==> config.mk <==
export PLATFORM = sky130hd
export DESIGN_NAME = generador_pixeles_rtc
export DESIGN_NICKNAME = d
export VERILOG_FILES = /design/src/rtl/paquete_vga_rtc.sv /design/src/rtl/generador_pixeles_rtc_font.sv /design/src/rtl/generador_pixeles_rtc.sv
export SDC_FILE = /design/constraint.sdc
export NUM_CORES = 1
export LEC_CHECK = 0
export ABC_AREA = 0
export CAP_MARGIN = 20
export CORE_MARGIN = 8
export CORE_UTILIZATION = 49
export CTS_CLUSTER_SIZE = 30
export DETAILED_ROUTE_END_ITERATION = 10
export PLACE_DENSITY = 0.77
export SLEW_MARGIN = 15
export SYNTH_ARGS = -nofsm -noshare
export SYNTH_HDL_FRONTEND = slang
export SYNTH_HIERARCHICAL = 1
export SYNTH_SLANG_ARGS = --single-unit
==> constraint.sdc <==
create_clock -name CLK -period 2.9 [get_ports CLK]
set_input_delay 0.435 -clock CLK [delete_from_list [all_inputs] [get_ports CLK]]
set_output_delay 0.435 -clock CLK [all_outputs]
set_load 0.005 [all_outputs]
==> src/rtl/paquete_vga_rtc.sv <==
// Shared constants and helpers for the RTC pixel generator.
// Contents: visible-area size, glyph codes, character-cell geometry,
// edit-field codes and the char-index -> glyph / field mapping helpers.
package paquete_vga_rtc;

  localparam int H_VISIBLE   = 640;
  localparam int V_VISIBLE   = 480;

  localparam logic [3:0] GLYPH_COLON = 4'd10;
  localparam logic [3:0] GLYPH_BLANK = 4'd15;

  // One 8x16 glyph scaled by 4 occupies a 32x64 pixel cell.
  localparam int CHAR_W      = 32;
  localparam int CHAR_H      = 64;
  localparam int SCALE_SHIFT = 2;

  typedef enum logic [1:0] {
    CAMPO_NINGUNO = 2'd0,
    CAMPO_HORA    = 2'd1,
    CAMPO_MIN     = 2'd2,
    CAMPO_SEG     = 2'd3
  } campo_t;

  // Non-decimal nibbles render as the blank glyph.
  function automatic logic [3:0] bcd_a_glifo(input logic [3:0] d);
    return (d > 4'd9) ? GLYPH_BLANK : d;
  endfunction

  // "HH:MM:SS" layout: char index 0..7 -> glyph code.
  function automatic logic [3:0] glifo_de_char(input logic [2:0] c,
                                               input logic [7:0] h,
                                               input logic [7:0] m,
                                               input logic [7:0] s);
    logic [3:0] g;
    case (c)
      3'd0:    g = bcd_a_glifo(h[7:4]);
      3'd1:    g = bcd_a_glifo(h[3:0]);
      3'd3:    g = bcd_a_glifo(m[7:4]);
      3'd4:    g = bcd_a_glifo(m[3:0]);
      3'd6:    g = bcd_a_glifo(s[7:4]);
      3'd7:    g = bcd_a_glifo(s[3:0]);
      default: g = GLYPH_COLON;
    endcase
    return g;
  endfunction

  // Field owning each char; colons belong to no field so they never blink.
  function automatic campo_t campo_de_char(input logic [2:0] c);
    campo_t f;
    case (c)
      3'd0, 3'd1: f = CAMPO_HORA;
      3'd3, 3'd4: f = CAMPO_MIN;
      3'd6, 3'd7: f = CAMPO_SEG;
      default:    f = CAMPO_NINGUNO;
    endcase
    return f;
  endfunction

endpackage

==> src/rtl/generador_pixeles_rtc_font.sv <==
// font_rom_digitos: 16 glyphs x 16 rows x 8 bits, digits 0-9 and colon (10);
// unused glyphs are all zero. Address = {glyph[3:0], row[3:0]}; the row is
// returned registered (1-cycle latency), MSB = leftmost pixel.
// Ports: CLK, RESET (sync, active high, clears output), direccion, fila.
module font_rom_digitos (
  input  logic       CLK,
  input  logic       RESET,
  input  logic [7:0] direccion,
  output logic [7:0] fila
);

  // Each entry lists rows 0..15 left to right, so row r is element [15-r].
  localparam logic [15:0][7:0] FUENTE [16] = '{
    128'h0000_7CC6_C6CE_DEF6_E6C6_C67C_0000_0000,  // 0
    128'h0000_1838_7818_1818_1818_187E_0000_0000,  // 1
    128'h0000_7CC6_060C_1830_60C0_C6FE_0000_0000,  // 2
    128'h0000_7CC6_0606_3C06_0606_C67C_0000_0000,  // 3
    128'h0000_0C1C_3C6C_CCFE_0C0C_0C1E_0000_0000,  // 4
    128'h0000_FEC0_C0C0_FC06_0606_C67C_0000_0000,  // 5
    128'h0000_3860_C0C0_FCC6_C6C6_C67C_0000_0000,  // 6
    128'h0000_FEC6_0606_0C18_3030_3030_0000_0000,  // 7
    128'h0000_7CC6_C6C6_7CC6_C6C6_C67C_0000_0000,  // 8
    128'h0000_7CC6_C6C6_7E06_0606_0C78_0000_0000,  // 9
    128'h0000_0000_1818_0000_0018_1800_0000_0000,  // colon
    '0, '0, '0, '0, '0
  };

  always_ff @(posedge CLK) begin
    if (RESET) fila <= '0;
    else       fila <= FUENTE[direccion[7:4]][4'd15 - direccion[3:0]];
  end

endmodule

==> src/rtl/generador_pixeles_rtc.sv <==
// generador_pixeles_rtc: renders the RTC time "HH:MM:SS" as 4x-scaled 8x16
// glyphs at (X0,Y0) over a solid background, 3-CLK pipeline with syncs
// realigned to the colour output. Time is snapshotted on each vsync fall so
// digits never tear; the field selected by campo_edit blinks.
// Ports: CLK, RESET (sync, active high), pixel_X/pixel_Y (synchroniser
// counters), sincro_horiz/sincro_vert (active-low syncs in), hora/min/seg_bcd,
// campo_edit (0 none, 1 h, 2 m, 3 s), rgb (R4G4B4), hsync_out, vsync_out.
// Build option: define BORDE_MARCO_EN to draw a COLOR_FG frame on the
// outermost visible rows/columns.
module generador_pixeles_rtc
  import paquete_vga_rtc::*;
#(
  parameter int          X0           = 192,
  parameter int          Y0           = 208,
  parameter logic [11:0] COLOR_FG     = 12'hFFF,
  parameter logic [11:0] COLOR_BG     = 12'h008,
  parameter int          BLINK_FRAMES = 30
) (
  input  logic        CLK,
  input  logic        RESET,
  input  logic [9:0]  pixel_X,
  input  logic [9:0]  pixel_Y,
  input  logic        sincro_horiz,
  input  logic        sincro_vert,
  input  logic [7:0]  hora_bcd,
  input  logic [7:0]  min_bcd,
  input  logic [7:0]  seg_bcd,
  input  logic [1:0]  campo_edit,
  output logic [11:0] rgb,
  output logic        hsync_out,
  output logic        vsync_out
);

  localparam logic [10:0] X_MIN        = 11'(X0);
  localparam logic [10:0] X_MAX        = 11'(X0 + 8 * CHAR_W);
  localparam logic [10:0] Y_MIN        = 11'(Y0);
  localparam logic [10:0] Y_MAX        = 11'(Y0 + CHAR_H);
  localparam logic [7:0]  ULTIMO_FRAME = 8'(BLINK_FRAMES - 1);

  logic [10:0] x_ext, y_ext;
  logic [7:0]  dx;
  logic [5:0]  dy;
  logic        video, en_caja;

  // Frame snapshot and blink state
  logic        vs_prev, evento;
  logic [7:0]  snap_hora, snap_min, snap_seg;
  logic [7:0]  cnt_frames;
  logic        fase_blink;

  // Pipeline
  logic        video_s1, caja_s1, hs_s1, vs_s1;
  logic [2:0]  char_s1, col_s1;
  logic [3:0]  fila_s1;
  logic        video_s2, caja_s2, hs_s2, vs_s2, oculto_s2;
  logic [2:0]  col_s2;
  logic [7:0]  fila_rom;
  logic        oculto, pixel_on;
  campo_t      campo_sel;

  always_comb begin
    x_ext   = {1'b0, pixel_X};
    y_ext   = {1'b0, pixel_Y};
    // Offsets wrap outside the box; only used when en_caja is true.
    dx      = 8'(pixel_X - X_MIN[9:0]);
    dy      = 6'(pixel_Y - Y_MIN[9:0]);
    video   = (x_ext < 11'(H_VISIBLE)) && (y_ext < 11'(V_VISIBLE));
    en_caja = (x_ext >= X_MIN) && (x_ext < X_MAX) &&
              (y_ext >= Y_MIN) && (y_ext < Y_MAX);
    evento  = vs_prev && !sincro_vert;
  end

  always_ff @(posedge CLK) begin
    if (RESET) begin
      vs_prev    <= 1'b0;
      snap_hora  <= '0;
      snap_min   <= '0;
      snap_seg   <= '0;
      cnt_frames <= '0;
      fase_blink <= 1'b1;
    end else begin
      vs_prev <= sincro_vert;
      if (evento) begin
        snap_hora <= hora_bcd;
        snap_min  <= min_bcd;
        snap_seg  <= seg_bcd;
        if (cnt_frames == ULTIMO_FRAME) begin
          cnt_frames <= '0;
          fase_blink <= ~fase_blink;
        end else begin
          cnt_frames <= cnt_frames + 8'd1;
        end
      end
    end
  end

  // S1: geometry and syncs
`ifdef BORDE_MARCO_EN
  logic borde_s1, borde_s2;
`endif
  always_ff @(posedge CLK) begin
    if (RESET) begin
      video_s1 <= 1'b0;
      caja_s1  <= 1'b0;
      char_s1  <= '0;
      col_s1   <= '0;
      fila_s1  <= '0;
      hs_s1    <= 1'b1;
      vs_s1    <= 1'b1;
`ifdef BORDE_MARCO_EN
      borde_s1 <= 1'b0;
`endif
    end else begin
      video_s1           <= video;
      caja_s1            <= en_caja;
      {char_s1, col_s1}  <= 6'(dx >> SCALE_SHIFT);
      fila_s1            <= 4'(dy >> SCALE_SHIFT);
      hs_s1              <= sincro_horiz;
      vs_s1              <= sincro_vert;
`ifdef BORDE_MARCO_EN
      borde_s1 <= video && (pixel_X == 10'd0 || pixel_X == 10'(H_VISIBLE - 1) ||
                            pixel_Y == 10'd0 || pixel_Y == 10'(V_VISIBLE - 1));
`endif
    end
  end

  // S2: glyph row from ROM; blanking decided here so it travels with the row
  always_comb begin
    campo_sel = campo_t'(campo_edit);
    oculto    = !fase_blink && (campo_sel != CAMPO_NINGUNO) &&
                (campo_de_char(char_s1) == campo_sel);
  end

  font_rom_digitos u_fuente (
    .CLK       (CLK),
    .RESET     (RESET),
    .direccion ({glifo_de_char(char_s1, snap_hora, snap_min, snap_seg), fila_s1}),
    .fila      (fila_rom)
  );

  always_ff @(posedge CLK) begin
    if (RESET) begin
      video_s2  <= 1'b0;
      caja_s2   <= 1'b0;
      col_s2    <= '0;
      oculto_s2 <= 1'b0;
      hs_s2     <= 1'b1;
      vs_s2     <= 1'b1;
`ifdef BORDE_MARCO_EN
      borde_s2  <= 1'b0;
`endif
    end else begin
      video_s2  <= video_s1;
      caja_s2   <= caja_s1;
      col_s2    <= col_s1;
      oculto_s2 <= oculto;
      hs_s2     <= hs_s1;
      vs_s2     <= vs_s1;
`ifdef BORDE_MARCO_EN
      borde_s2  <= borde_s1;
`endif
    end
  end

  // S3: colour select
  always_comb pixel_on = fila_rom[3'd7 - col_s2];

  always_ff @(posedge CLK) begin
    if (RESET) begin
      rgb       <= '0;
      hsync_out <= 1'b1;
      vsync_out <= 1'b1;
    end else begin
      hsync_out <= hs_s2;
      vsync_out <= vs_s2;
      if (!video_s2)
        rgb <= '0;
`ifdef BORDE_MARCO_EN
      else if (borde_s2)
        rgb <= COLOR_FG;
`endif
      else if (caja_s2 && pixel_on && !oculto_s2)
        rgb <= COLOR_FG;
      else
        rgb <= COLOR_BG;
    end
  end

endmodule

After elaboration in Yosys (flattened, before gate mapping)
Memories as Yosys holds them, arrays and structs flattened.
Index checks and enable logic that the tools add are counted.
W data, S select, Z words.
Word-level totals
  register bits after elaboration: 78
  latch bits: 0
  bits in writable memories: 0
  bits in read-only memories: 2048
  bits of input ports: 50
  output and inout bits: 14
  logic and storage cells: 89
  memories: 1
Memory list
  (no name shown): words 16, bits a word 128, read ports 1, clocked after Yosys merged registers in 0, write ports 0, line generador_pixeles_rtc_font.sv:30  | else fila <= FUENTE[direccion[7:4]][4'd15 - direccion[3:0]];
Cells by class
  $add $sub $neg: 5
  $mul: 0
  divide/modulo/power cells: 0
  $lt $le $gt $ge: 15
  equality and inequality tests: 7
  shift-type cells: 0
  mux-type cells: 16
  bitwise logic cells: 3
  reductions and logical operators: 19
Operators by type and width (count)
  $mux W128: 2
  $bmux W8 S4: 1
  $lt A10 B9 Y1 const B: 3
  $gt A4 B4 Y1 const B: 6
  $mux W4: 6
  $pmux W4 S6: 1
  $ge A10 B8 Y1 const B: 2
  $mux W8: 2
  $mux W12: 1
  $lt A10 B10 Y1 const B: 1
  $eq A3 B3 Y1 const B: 3
  $logic_and A1 B1 Y1: 9
  $add A8 B1 Y8 const B: 1
  $eq A8 B5 Y1 const B: 1
  $reduce_or A2 Y1: 4
  $sub A8 B8 Y8 const B: 1
  $pmux W2 S3: 1
  $sub A6 B5 Y6 const B: 1
  $ge A5 B5 Y1 const B: 1
  $lt A4 B5 Y1 const B: 1
  $not A4 Y5: 1
  $lt A3 B4 Y1 const B: 1
  $sub A4 B4 Y4 const A: 1
  $bmux W1 S3: 1
  10 further kinds: 13

Logic depth before layout (Yosys ltp)
Gate-level depths: netlist of run 1.
  depth after elaboration: 9
  mapped depth: 14
  gate-level depth less buffers: 11

Modules after synthesis
Netlist of run 1, hierarchy kept.
By module, submodules not included
  generador_pixeles_rtc: times used 1, cells each 300, area each 2561.2 µm², seq. area each 1201.2 µm²
  font_rom_digitos: times used 1, cells each 214, area each 1391.3 µm², seq. area each 140.1 µm²

Worst setup path before layout of run 1
Ideal clock, no wire load.
  path kind: reg2reg
  start point: reg char_s1[2]
  end point: reg u_fuente.fila[7]
  setup time: 0.117 ns
  arrival: 2.854 ns
  data required time: 2.783 ns
  slack: -0.071 ns
  cell stages (with the launch flop): 13
  path buffers: 3
  period minus slack after synthesis: 2.971 ns
  cells stage by stage: dfxtp_1 > buf_2 > or3b_2 > a31oi_1 > buf_2 > inv_1 > ha_1 > buf_6 > and2_4 > o31ai_4 > o211ai_1 > a211o_1 > a22o_1
Between the ends
  cells in the longest elaborated chain, start to end: 8
  elaborated cells on any way between the ends: 13
  those cells by class: eq/ne: 5; mux: 5; bitwise: 1; reduce/logical: 1; memory: 1
Ends and longest elaborated chain
  start, declared: line generador_pixeles_rtc.sv:53  | logic [2:0] char_s1, col_s1;
  start signal, assigned: line generador_pixeles_rtc.sv:116  | {char_s1, col_s1} <= 6'(dx >> SCALE_SHIFT);
  $eq A3 B3 Y1, or another cell as far along: line paquete_vga_rtc.sv:35  | case (c)
  $pmux W4 S6 (*): line paquete_vga_rtc.sv:35
  $not A4 Y5 (not written as such) (*): line generador_pixeles_rtc_font.sv:30
  $mem_v2 Z16 W128 (*)
  $mux W128 (not written as such) (*) (2 in a row): line generador_pixeles_rtc_font.sv:30
  $bmux W8 S4 (*): line generador_pixeles_rtc_font.sv:30
  $mux W8 (not written as such) (*): line generador_pixeles_rtc_font.sv:30
  end signal, assigned: line generador_pixeles_rtc_font.sv:30
  end, declared: line generador_pixeles_rtc_font.sv:9  | output logic [7:0] fila
Every way passes the cells marked *; elsewhere a longest branch is shown, timed or not. The select of a mux whose other input is x is not followed.
A chain may end at the register's enable or synchronous reset.

Worst setup path in the final report of run 1
  start point: reg char_s1[2]
  end point: reg u_fuente.fila[1]
Same word-level chain as after synthesis.

==> results of run 1 <==
path summary, 6_finish.rpt:
| path | startpoint | endpoint | slack, ns | cells after the start |
|---|---|---|---|---|
| max | char_s1[2] | u_fuente/fila[1] | 0.19 | 9 |
| min | oculto_s2 | rgb[10] | 0.40 | 1 |
| max reg2reg | char_s1[2] | u_fuente/fila[1] | 0.19 | 9 |
| min reg2reg | oculto_s2 | rgb[10] | 0.40 | 1 |
where the power goes:
| group | switching [mW] | leakage (nW) | internal (mW) | total [mW] |
|---|---|---|---|---|
| Clock | 0.377 | 0.0942 | 0.316 | 0.692 |
| Sequential | 0.0334 | 0.548 | 0.957 | 0.990 |
| Combinational | 0.263 | 1.08 | 0.229 | 0.492 |
| Total | 0.673 | 1.72 | 1.50 | 2.17 |
cells in the mapped netlist (all sizes together), types with 3 or more instances:
library cell and count:
o22ai 4, xor2 3, mux2i 4, nand2 76
o21ai 36, nand2b 10, nor2 48, a31oi 8
a211oi 6, o31ai 3, ha 13, nor2b 33
or2 7, nand4 3, clkbuf 11, a211o 5
a21oi 56, buf 34, and2 3, xnor2 6
nand3 7, o211ai 3, a32oi 3, dfxtp 67
nor3 9, inv 14, o221ai 7
critical path: stages (launching register included):
cell and delay [ns]:
dfxtp_1 0.47, or3b_2 0.48, a31oi_2 0.23, inv_1 0.13, ha_2 0.44, inv_1 0.08, o21ai_1 0.26, a311oi_1 0.15
o21ai_1 0.20, a31oi_1 0.11
area by class of cell:
| type | count | area share |
|---|---|---|
| multi-input combinational | 388 | 0.482 |
| inverter | 14 | 0.0110 |
| clock buffer | 9 | 0.0258 |
| clock inverter | 7 | 0.0104 |
| sequential | 67 | 0.280 |
| tap | 102 | 0.0266 |
| timing repair buffer | 82 | 0.164 |
what timing repair did:
item,4_1_cts,5_1_grt
endpoints found under the setup margin,0,4
buffers inserted,0,0
resized for setup,0,4
per-layer routing:
metal	part of all wire	track usage	routed length (um)	vias up
li1	-	-	-	1870
met1	0.43	0.236	4600	1786
met2	0.46	0.312	4900	193
met3	0.087	0.0585	933	29
met4	0.021	0.0633	228	0
met5	0	0	0	-
cell families after synthesis:
kind of cell             count (synthesis)  synth area share
AND/OR/NAND/NOR                        209             0.255
AO/OA/AOI/OAI                          148             0.233
flip-flops                              67             0.339
buffers and inverters                   59            0.0823
adder cells (fa/ha/maj)                 13            0.0412
XOR/XNOR                                 9            0.0199
multiplexers                             8            0.0282
other                                    1          0.000949
flip-flops by register name (all words and copies together) (netlist names), 2 cells and up:
signal	count
u_fuente/fila	7
snap_min	8
snap_hora	8
col_s1	3
fila_s1	4
rgb	2
char_s1	3
col_s2	3
cnt_frames	8
snap_seg	8
through the flow:
stage / hold slack (ns) / setup WS, ns / util / cells / instance area, um^2
finish: 0.397 / 0.194 / 0.618 / 669 / 4800
global route: 0.408 / 0.0548 / 0.618 / 669 / 4800
CTS: 0.399 / 0.178 / 0.616 / 669 / 4790
detailed placement: 0.388 / 0.201 / 0.594 / 653 / 4610
global placement: 0.384 / 0.198 / 0.594 / 653 / 4610
floorplan: 0.373 / 0.0411 / - / 514 / 3960
==> results.md, run 1 <==
- Largest net degree at the start of global routing: 38
- Final setup vio count: 0
- # rows: 32
- Final-report hold violation count: 0
- Number of global-route vias before repair: 3,685
- CTS Root Buffer Type: clkbuf_8
- First-pass GRT wire length: approximately 18,000 um
- Crit path capture type: register
- CTS H-tree lvls: 3
- Wire per inst: 15.9 um
- Area leader, netlist: dfxtp_1
- Status: finished, final reports clean
- Die width: around 110 um
- CTS tree: built
- Leakage power: about 1.7 nW
- Yosys top cell area share: 0.339
- Residual DRC: 0
- Fillers: slightly below 700
- Routed via count: between 3,000 and 4,000
- Dpl hpwl: 7870 um
- Overall Global Routing Usage: 0.192
- Worst slew pin tran: about 0.64 ns
- Initial antenna violation count: 0
- CTS hold repair buffers: 0
- Detailed Route WL: around 11,000 um
- Post-synth cell types: 65
- Synth Cell Area: a little under 4000 um^2
- Antenna Nets Post-Route: 0
- Clock-pin transition on the worst setup and hold timing paths: ~0.080 ns
- Normalized max-slew margin: 0.576
- ANT cells: 0
- Die area: ~11,000 um^2
- HP Class: register to register
- Crit path launch type: register
- WS Path Type: register to register
- Critical-path maximum fanout: 7
- Yosys reg bits: 67
- Clock tree buffer depth: 2
- Routed vias/inst: 5.80
- Number of synthesized flops with an enable pin: 0
- Worst Clk Skew: approximately 0.0085 ns
- First drt pass iteration count: 6
- CTS sink count: between 60 and 70
- Post-synthesis sequential area ratio: 0.339
- Area growth syn-to-layout: 21.4%
- CTS Buf Count: 9
- Number of port buffers: just over 60
- Synth warn: 6
- Final Cycle Share: 0.933
- Crit path arrival time: approximately 2.9 ns
- Layout cell share with drive strength beyond 1: 0.116
- Syn_area_per_cell: 7.69 um^2
- Iter 0 DRT Violations: between 300 and 400
- Synth Flop Type: dfxtp_1
- # IOs: between 60 and 70
- Die Y: 106 um
- Post-Synthesis Cells: 514
- Nets@finish: approximately 630
- Multi-input gate area in the final layout: 2310 um^2
- Syn nets: a little under 600
- Placeable Area: about 7800 um^2
- Starting Density: 0.509
- Max Cap Violations: 0
- Congestion Overflow GR: 0
- RSZ-0062 raised after global routing: no
- Clock Latency Late Sink: approximately 0.35 ns
- Synth area leaders: dfxtp_1 34%, nand2_1 7.2%, a21oi_1 7.0%
- VDD IR max: 0.000380 V
- Seq. cell area: between 1000 and 1500 um^2
- GP Congestion: 0.975
- Pwr per Cell Area: between 400 and 500 nW/um^2
- Clock period minus worst slack: approximately 2.7 ns
- Commonest non-fill, non-tap cell in the layout: nand2_1
- Crit path required time: approximately 3.1 ns
- Pins Over Slew Limit: 0
- Post-Route Setup TNS: 0 ns
- FMAX: approximately 370 MHz
- FFs w/ async S/R, synth: 0
- Total chip power: roughly 2.2 mW
- Most frequent cells in the layout: 76 x nand2_1, 66 x dfxtp_1, 60 x clkdlybuf4s50_1, 55 x a21oi_1, 47 x nor2_1
(Power assumes the default switching activity.)
==> inputs of run 2 (changes only) <==
--- a/config.mk
+++ b/config.mk
@@ -11,9 +11,12 @@
 export CORE_UTILIZATION = 49
 export CTS_CLUSTER_SIZE = 30
 export DETAILED_ROUTE_END_ITERATION = 10
+export MAX_ROUTING_LAYER = met4
 export PLACE_DENSITY = 0.77
+export RECOVER_POWER = 100
 export SLEW_MARGIN = 15
 export SYNTH_ARGS = -nofsm -noshare
 export SYNTH_HDL_FRONTEND = slang
 export SYNTH_HIERARCHICAL = 1
 export SYNTH_SLANG_ARGS = --single-unit
+export TNS_END_PERCENT = 20
==> run 2 against run 1 <==
  * Clock power up 25%
  * Non-clock buffer count is 7 higher
  * Largest cell class unchanged
  * Count of clock-buffer cells in the layout stayed put
  * Combinational power barely moved
  * The run now ends with capacitance limit, slew limit left
  * Sequential power about the same
  * First-iteration DRC count fell by 30%
  * Critical endpoint is now u_fuente/fila[7]
  * Die area stayed put
  * Via count down 2.4%
  * Worst hold slack is essentially flat
==> results.md, run 2 (same netlist as run 1, synthesis figures left out) <==
- Residual DRC: 0 (unchanged)
- Fillers: 711 (+3.0%)
- Die area: 11,200 um^2 (unchanged)
- CTS Buf Count: 9 (unchanged)
- Routed via count: 3,783 (-2.4%)
- CTS hold repair buffers: 0 (unchanged)
- Max Cap Violations: 1 (+1)
- Flop pwr share: 0.421 (-0.034)
- HP Class: register to register
- Critical-path maximum fanout: 14 (+7)
- Detailed Route WL: 10,600 um (-0.53%)
- Most frequent cells in the layout: 76 x nand2_1, 67 x dfxtp_1, 55 x a21oi_1, 47 x nor2_1, 46 x clkdlybuf4s50_1
- First-pass GRT wire length: 17,200 um (-3.4%)
- Largest net degree at the start of global routing: 37 (-2.6%)
- Status: finished, violations left
- Worst Clk Skew: 0.00736 ns (-0.00113 ns)
- Pins Over Slew Limit: 37 (+37)
- Routed vias/inst: 5.60 (-3.5%)
- GP Congestion: 0.989 (+1.4%)
- Final Cycle Share: 0.950 (+0.0170)
- Area growth syn-to-layout: 22.8%
- Leakage power: 1.79 nW (+3.9%)
- Post-CTS Resized: 0 (unchanged)
- Sw frac: 0.286 (-0.0234)
- Number of port buffers: 61 (unchanged)
- Dpl hpwl: 8120 um (+3.2%)
- Overall Global Routing Usage: 0.193 (+0.00147)
- RSZ-0062 raised after global routing: no
- Switch Pwr: 0.672 mW (-0.16%)
- Layout cell share with drive strength beyond 1: 0.108 (-0.00839)
- Dpl cell area: 4650 um^2 (+0.87%)
- CTS H-tree lvls: 3 (unchanged)
- Crit path launch type: register
- FMAX: 363 MHz (-1.8%)
- Placeable Area: 7770 um^2 (unchanged)
- Wire per inst: 15.7 um (-1.6%)
- Final setup vio count: 0 (unchanged)
- Starting Density: 0.509 (unchanged)
- Critical Path, Cell by Cell: or3b_2, a31oi_2, clkbuf_4, ha_1, nand2_1, o2111ai_1, o211ai_1, a211o_1, a22o_1
- Initial antenna violation count: 0 (unchanged)
- Post-Route Setup TNS: 0 ns (unchanged)
- Clock period minus worst slack: 2.76 ns (+0.0494 ns)
- Pwr per Cell Area: 484 nW/um^2 (+6.7%)
- VDD IR max: 0.000492 V (+29%)
- Crit path arrival time: 2.99 ns (+0.09 ns)
- Total chip power: 2.35 mW (+8.0%)
- Normalized max-slew margin: -0.0292 (-0.605)
- Seq. cell area: 1340 um^2 (about the same)
- Clock tree buffer depth: 2 (unchanged)
- Clock Latency Late Sink: 0.34 ns (about the same)
- Crit path capture type: register
- ANT cells: 0 (unchanged)
- Failing checks: capacitance limit, slew limit
- Die Y: 106 um (unchanged)
- First drt pass iteration count: 5 (-1)
- Nets@finish: 632 (+1.1%)
- Hold WS: 0.396 ns (-0.000326 ns)
- CTS sink count: 67 (unchanged)
- Final-report hold violation count: 0 (unchanged)
- Iter 0 DRT Violations: 236 (-30%)
- Max incr delay on CP: 0.52 ns (+0.04 ns)
- Commonest non-fill, non-tap cell in the layout: nand2_1
- Post-CTS Setup Repair Bufs: 0 (unchanged)
- Antenna Nets Post-Route: 0 (unchanged)
- WS Path Type: register to register
- Number of global-route vias before repair: 3,494 (-5.2%)
- Crit path required time: 3.14 ns (+0.04 ns)
- Clock-pin transition on the worst setup and hold timing paths: 0.08 ns (about the same)
- CTS Root Buffer Type: clkbuf_8
- Die width: 106 um (unchanged)
- Congestion Overflow GR: 0 (unchanged)
- Pint: 1.68 mW (+12%)
- # rows: 32 (unchanged)
- # IOs: 64 (unchanged)
- Worst slew pin tran: 1.54 ns (+0.908 ns)
- Clock Power Share: 0.370 (+0.052)
- Cell area after layout: 4850 um^2 (+1.2%)
- Multi-input gate area in the final layout: 2300 um^2 (-0.65%)
- CTS tree: built
- Comb pwr share: 0.210 (-0.016)
- Slowest stage cell, crit path: or3b_2
## run 2: cell types whose count changed in the layout (fill, tap and decap cells not counted), moves of 2 or more
cell	change
dlygate4sd3_1	+14
ha_2	-2
nor2b_1	+2
clkdlybuf4s50_1	-14
ha_1	+2
buf_4	+3
nor2b_2	-2
clkinv_2	-2
clkbuf_1	+5
bufinv_16	+2
## run 2: routing by layer
metal  GRT usage  up-vias  routed length (um)
li1            -     1886                   -
met1       0.238     1740                4770
met2       0.301      141                5010
met3      0.0463       16                 687
met4      0.0693        0                 150
met5           -        -                   0
## run 2: final timing paths
path	start	to	slack (ns)	cells after the start
worst max register to register	char_s1[1]	u_fuente/fila[7]	0.14	9
worst max-delay path	char_s1[1]	u_fuente/fila[7]	0.14	9
worst min register to register	oculto_s2	rgb[10]	0.40	1
worst min-delay path	oculto_s2	rgb[10]	0.40	1
## run 2: final cells by class
cell class,instances,share of cell area
multi-input combinational,388,0.473
sequential,67,0.276
timing repair buffer,89,0.167
tap,102,0.0263
clock buffer,9,0.0255
clock inverter,7,0.0204
inverter,14,0.0108
## run 2: power groups by stage
stage	registers (mW)	logic, mW	clock network (mW)
finish	0.988	0.492	0.868
global route	0.993	0.536	0.938
CTS	0.988	0.491	0.890
detailed placement	1.01	0.489	0
global placement	1.01	0.487	0
floorplan	0.995	0.314	0
## run 2: worst max-delay path, delay by kind of cell, from the launching register on
family                   cells  cell delay (ns)
buffers and inverters        1             0.30
AO/OA/AOI/OAI                5             0.98
AND/OR/NAND/NOR              2             0.65
adder cells (fa/ha/maj)      1             0.29
flip-flops                   1             0.43
## run 2: metrics by stage
stage	std cells	setup WS, ns	util
CTS	676	0.201	0.628
global placement	660	0.232	0.599
finish	676	0.144	0.625
detailed placement	660	0.217	0.599
floorplan	514	0.0411	-
global route	676	0.0310	0.625
==> inputs of run 3 (changes only) <==
--- a/config.mk
+++ b/config.mk
@@ -8,11 +8,10 @@
 export ABC_AREA = 0
 export CAP_MARGIN = 20
 export CORE_MARGIN = 8
-export CORE_UTILIZATION = 49
+export CORE_UTILIZATION = 32
 export CTS_CLUSTER_SIZE = 30
 export DETAILED_ROUTE_END_ITERATION = 10
 export MAX_ROUTING_LAYER = met4
-export PLACE_DENSITY = 0.77
 export RECOVER_POWER = 100
 export SLEW_MARGIN = 15
 export SYNTH_ARGS = -nofsm -noshare
==> constraint.sdc (replaced) <==
create_clock -name CLK -period 2.7 [get_ports CLK]
set_input_delay 0.405 -clock CLK [delete_from_list [all_inputs] [get_ports CLK]]
set_output_delay 0.405 -clock CLK [all_outputs]
set_load 0.005 [all_outputs]
==> run 3 against run 2 <==
  * Combinational power grew 13%
  * Non-clock buffer count rose by 11
  * The flow now finishes without violations
  * Highest routed layer unchanged
  * Sequential share of layout area shrank 1.7 points
  * Final cell count grew 11%
  * Clock power is 56% higher
  * Critical endpoint unchanged
  * Worst hold slack improved by 0.010 ns
  * First-iteration DRC count rose by 47%
  * Clock skew is 0.0018 ns lower
  * Register-to-register slack barely moved
==> results.md, run 3 (same netlist as run 1, synthesis figures left out) <==
- Crit path capture type: register
- Max incr delay on CP: 0.40 ns (-0.12 ns)
- CTS Root Buffer Type: clkbuf_16
- Reg2Reg Setup Slack: 0.14 ns (about the same)
- Post-Route Setup TNS: 0 ns (unchanged)
- Leakage power: 1.92 nW (+7.0%)
- Clock tree buffer depth: 2 (unchanged)
- Worst path top cell family by delay: compound AO/OA/AOI/OAI gates
- GP Congestion: 0.936 (-5.3%)
- FMAX: 391 MHz (+7.8%)
- Reg2Reg Depth: 10 (+1)
- Clock Latency Late Sink: 0.33 ns (about the same)
- Number of global-route vias before repair: 3,771 (+7.9%)
- First drt pass iteration count: 5 (unchanged)
- Normalized max-slew margin: 0.0702 (+0.0995)
- Worst r2r dst: u_fuente/fila[7]
- Critical Path, Cell by Cell: buf_4, or3b_4, a31oi_4, inv_1, ha_4, and2_4, o31ai_4, o211ai_1, a211o_1, a22o_1
- Crit path required time: 2.92 ns (-0.22 ns)
- Status: finished, final reports clean
- Total chip power: 2.97 mW (+27%)
- Hold worst-path end: vsync_out
- Placeable Area: 12,100 um^2 (+55%)
- CTS tree: built
- Final-report hold violation count: 0 (unchanged)
- Wire per inst: 14.7 um (-6.5%)
- Clock period minus worst slack: 2.56 ns (-0.199 ns)
- CTS sink count: 67 (unchanged)
- Routed vias/inst: 5.13 (-8.3%)
- # IOs: 64 (unchanged)
- Starting Density: 0.328 (-0.181)
- Critical-path maximum fanout: 7 (-7)
- VDD IR max: 0.000424 V (-14%)
- Crit path launch type: register
- Layout cell share with drive strength beyond 1: 0.135 (+0.0270)
- Crit path arrival time: 2.78 ns (-0.21 ns)
- Pins Over Slew Limit: 0 (-100%)
- HP Class: register to register
- Nets@finish: 643 (+1.7%)
- Initial antenna violation count: 0 (unchanged)
- Number of port buffers: 61 (unchanged)
- Cells on Worst Hold Path: 1 (unchanged)
- Worst slew pin tran: 1.39 ns (-0.149 ns)
- First-pass GRT wire length: 17,900 um (+3.9%)
- CTS H-tree lvls: 3 (unchanged)
- Detailed Route WL: 11,000 um (+4.1%)
- Final setup vio count: 0 (unchanged)
- Overall Global Routing Usage: 0.141 (-0.0525)
- Max Cap Violations: 0 (-1)
- Reg-to-Reg Start: char_s1[1]
- Slowest stage cell, crit path: or3b_4
- RSZ-0062 raised after global routing: no
- Pwr per Cell Area: 573 nW/um^2 (+18%)
- Final Cycle Share: 0.947 (-0.00321)
- Clock-pin transition on the worst setup and hold timing paths: 0.06 ns (-0.02 ns)
- WP buf/inv: 2 (+1)
- Die Y: 127 um (+20%)
- Die width: 127 um (+20%)
- Commonest non-fill, non-tap cell in the layout: nand2_1
- Final core utilization: 0.430 (-0.195)
- CTS Buf Count: 9 (unchanged)
- ANT cells: 0 (unchanged)
- Iter 0 DRT Violations: 346 (+47%)
- Fillers: 1,233 (+73%)
- Largest net degree at the start of global routing: 36 (-2.7%)
- WS Path Type: register to register
- Most frequent cells in the layout: 76 x nand2_1, 65 x dfxtp_1, 55 x a21oi_1, 47 x nor2_1, 39 x clkdlybuf4s50_1
- Hold Startpoint: vs_s2
- Routed via count: 3,863 (+2.1%)
- Area growth syn-to-layout: 31.2%
- Dpl hpwl: 8560 um (+5.5%)
- Die area: 16,200 um^2 (+44%)
- Antenna Nets Post-Route: 0 (unchanged)
- Congestion Overflow GR: 0 (unchanged)
- Residual DRC: 0 (unchanged)
- # rows: 40 (+25%)
- Worst Clk Skew: 0.00556 ns (-0.00179 ns)
## run 3: changes by cell type in the layout (fill, tap and decap cells not counted), sizes merged
| cell | before | now |
|---|---|---|
| dlygate4sd3 | 14 | 21 |
| buf | 23 | 36 |
| bufinv | 2 | 3 |
| clkinv | 2 | 3 |
| clkbuf | 15 | 13 |
| clkdlybuf4s50 | 46 | 39 |
| clkinvlp | 1 | 0 |
| inv | 16 | 15 |
## run 3: per-stage QoR
stage	instance area [um^2]	instances	worst slack (ns)	hold slack (ns)
finish	5190	753	0.143	0.406
global route	5190	753	0.00775	0.420
CTS	5180	753	0.0218	0.409
detailed placement	4830	737	0.0371	0.395
global placement	4830	737	0.0408	0.392
floorplan	3990	514	0.0265	0.373
## run 3: layer usage
metal,wire [um],share of wire,GRT usage,vias to the layer above
met5,0,0,-,-
met3,617,0.056,0.0387,35
met2,5210,0.47,0.223,140
li1,-,-,-,1917
met4,386,0.035,0.0777,0
met1,4830,0.44,0.158,1771
## run 3: power by group
part	switching, mW	total, mW	internal [mW]
Combinational	0.291	0.556	0.265
Sequential	0.0333	1.06	1.03
Clock	0.446	1.35	0.909
## run 3: area by class of cell
type	count	area, um^2	area share
multi-input combinational	388	2330	0.449
sequential	67	1350	0.260
timing repair buffer	100	900	0.173
clock buffer	9	225	0.0434
tap	168	210	0.0405
clock inverter	7	125	0.0241
inverter	14	52.6	0.0101
## run 3: worst max-delay path by stage
stage	end	depth (start not counted)	start
final	u_fuente/fila[7]	10	char_s1[1]
after global routing	u_fuente/fila[1]	10	char_s1[2]
after CTS	u_fuente/fila[7]	9	char_s1[2]
after detailed placement	u_fuente/fila[7]	9	char_s1[2]
after global placement	u_fuente/fila[1]	10	char_s1[2]
after floorplan	u_fuente/fila[7]	13	char_s1[1]
## run 3: worst register-to-register path: stages, from the launching register on
cell and delay, ns:
dfxtp_2 0.35, buf_4 0.15, or3b_4 0.40, a31oi_4 0.17, inv_1 0.13, ha_4 0.19
and2_4 0.16, o31ai_4 0.23, o211ai_1 0.16, a211o_1 0.32, a22o_1 0.18
## run 3: what timing repair did
item,4_1_cts,5_1_grt
hold buffers,0,0
endpoints found under the setup margin,0,7
buffers inserted,0,0
resized for setup,0,5
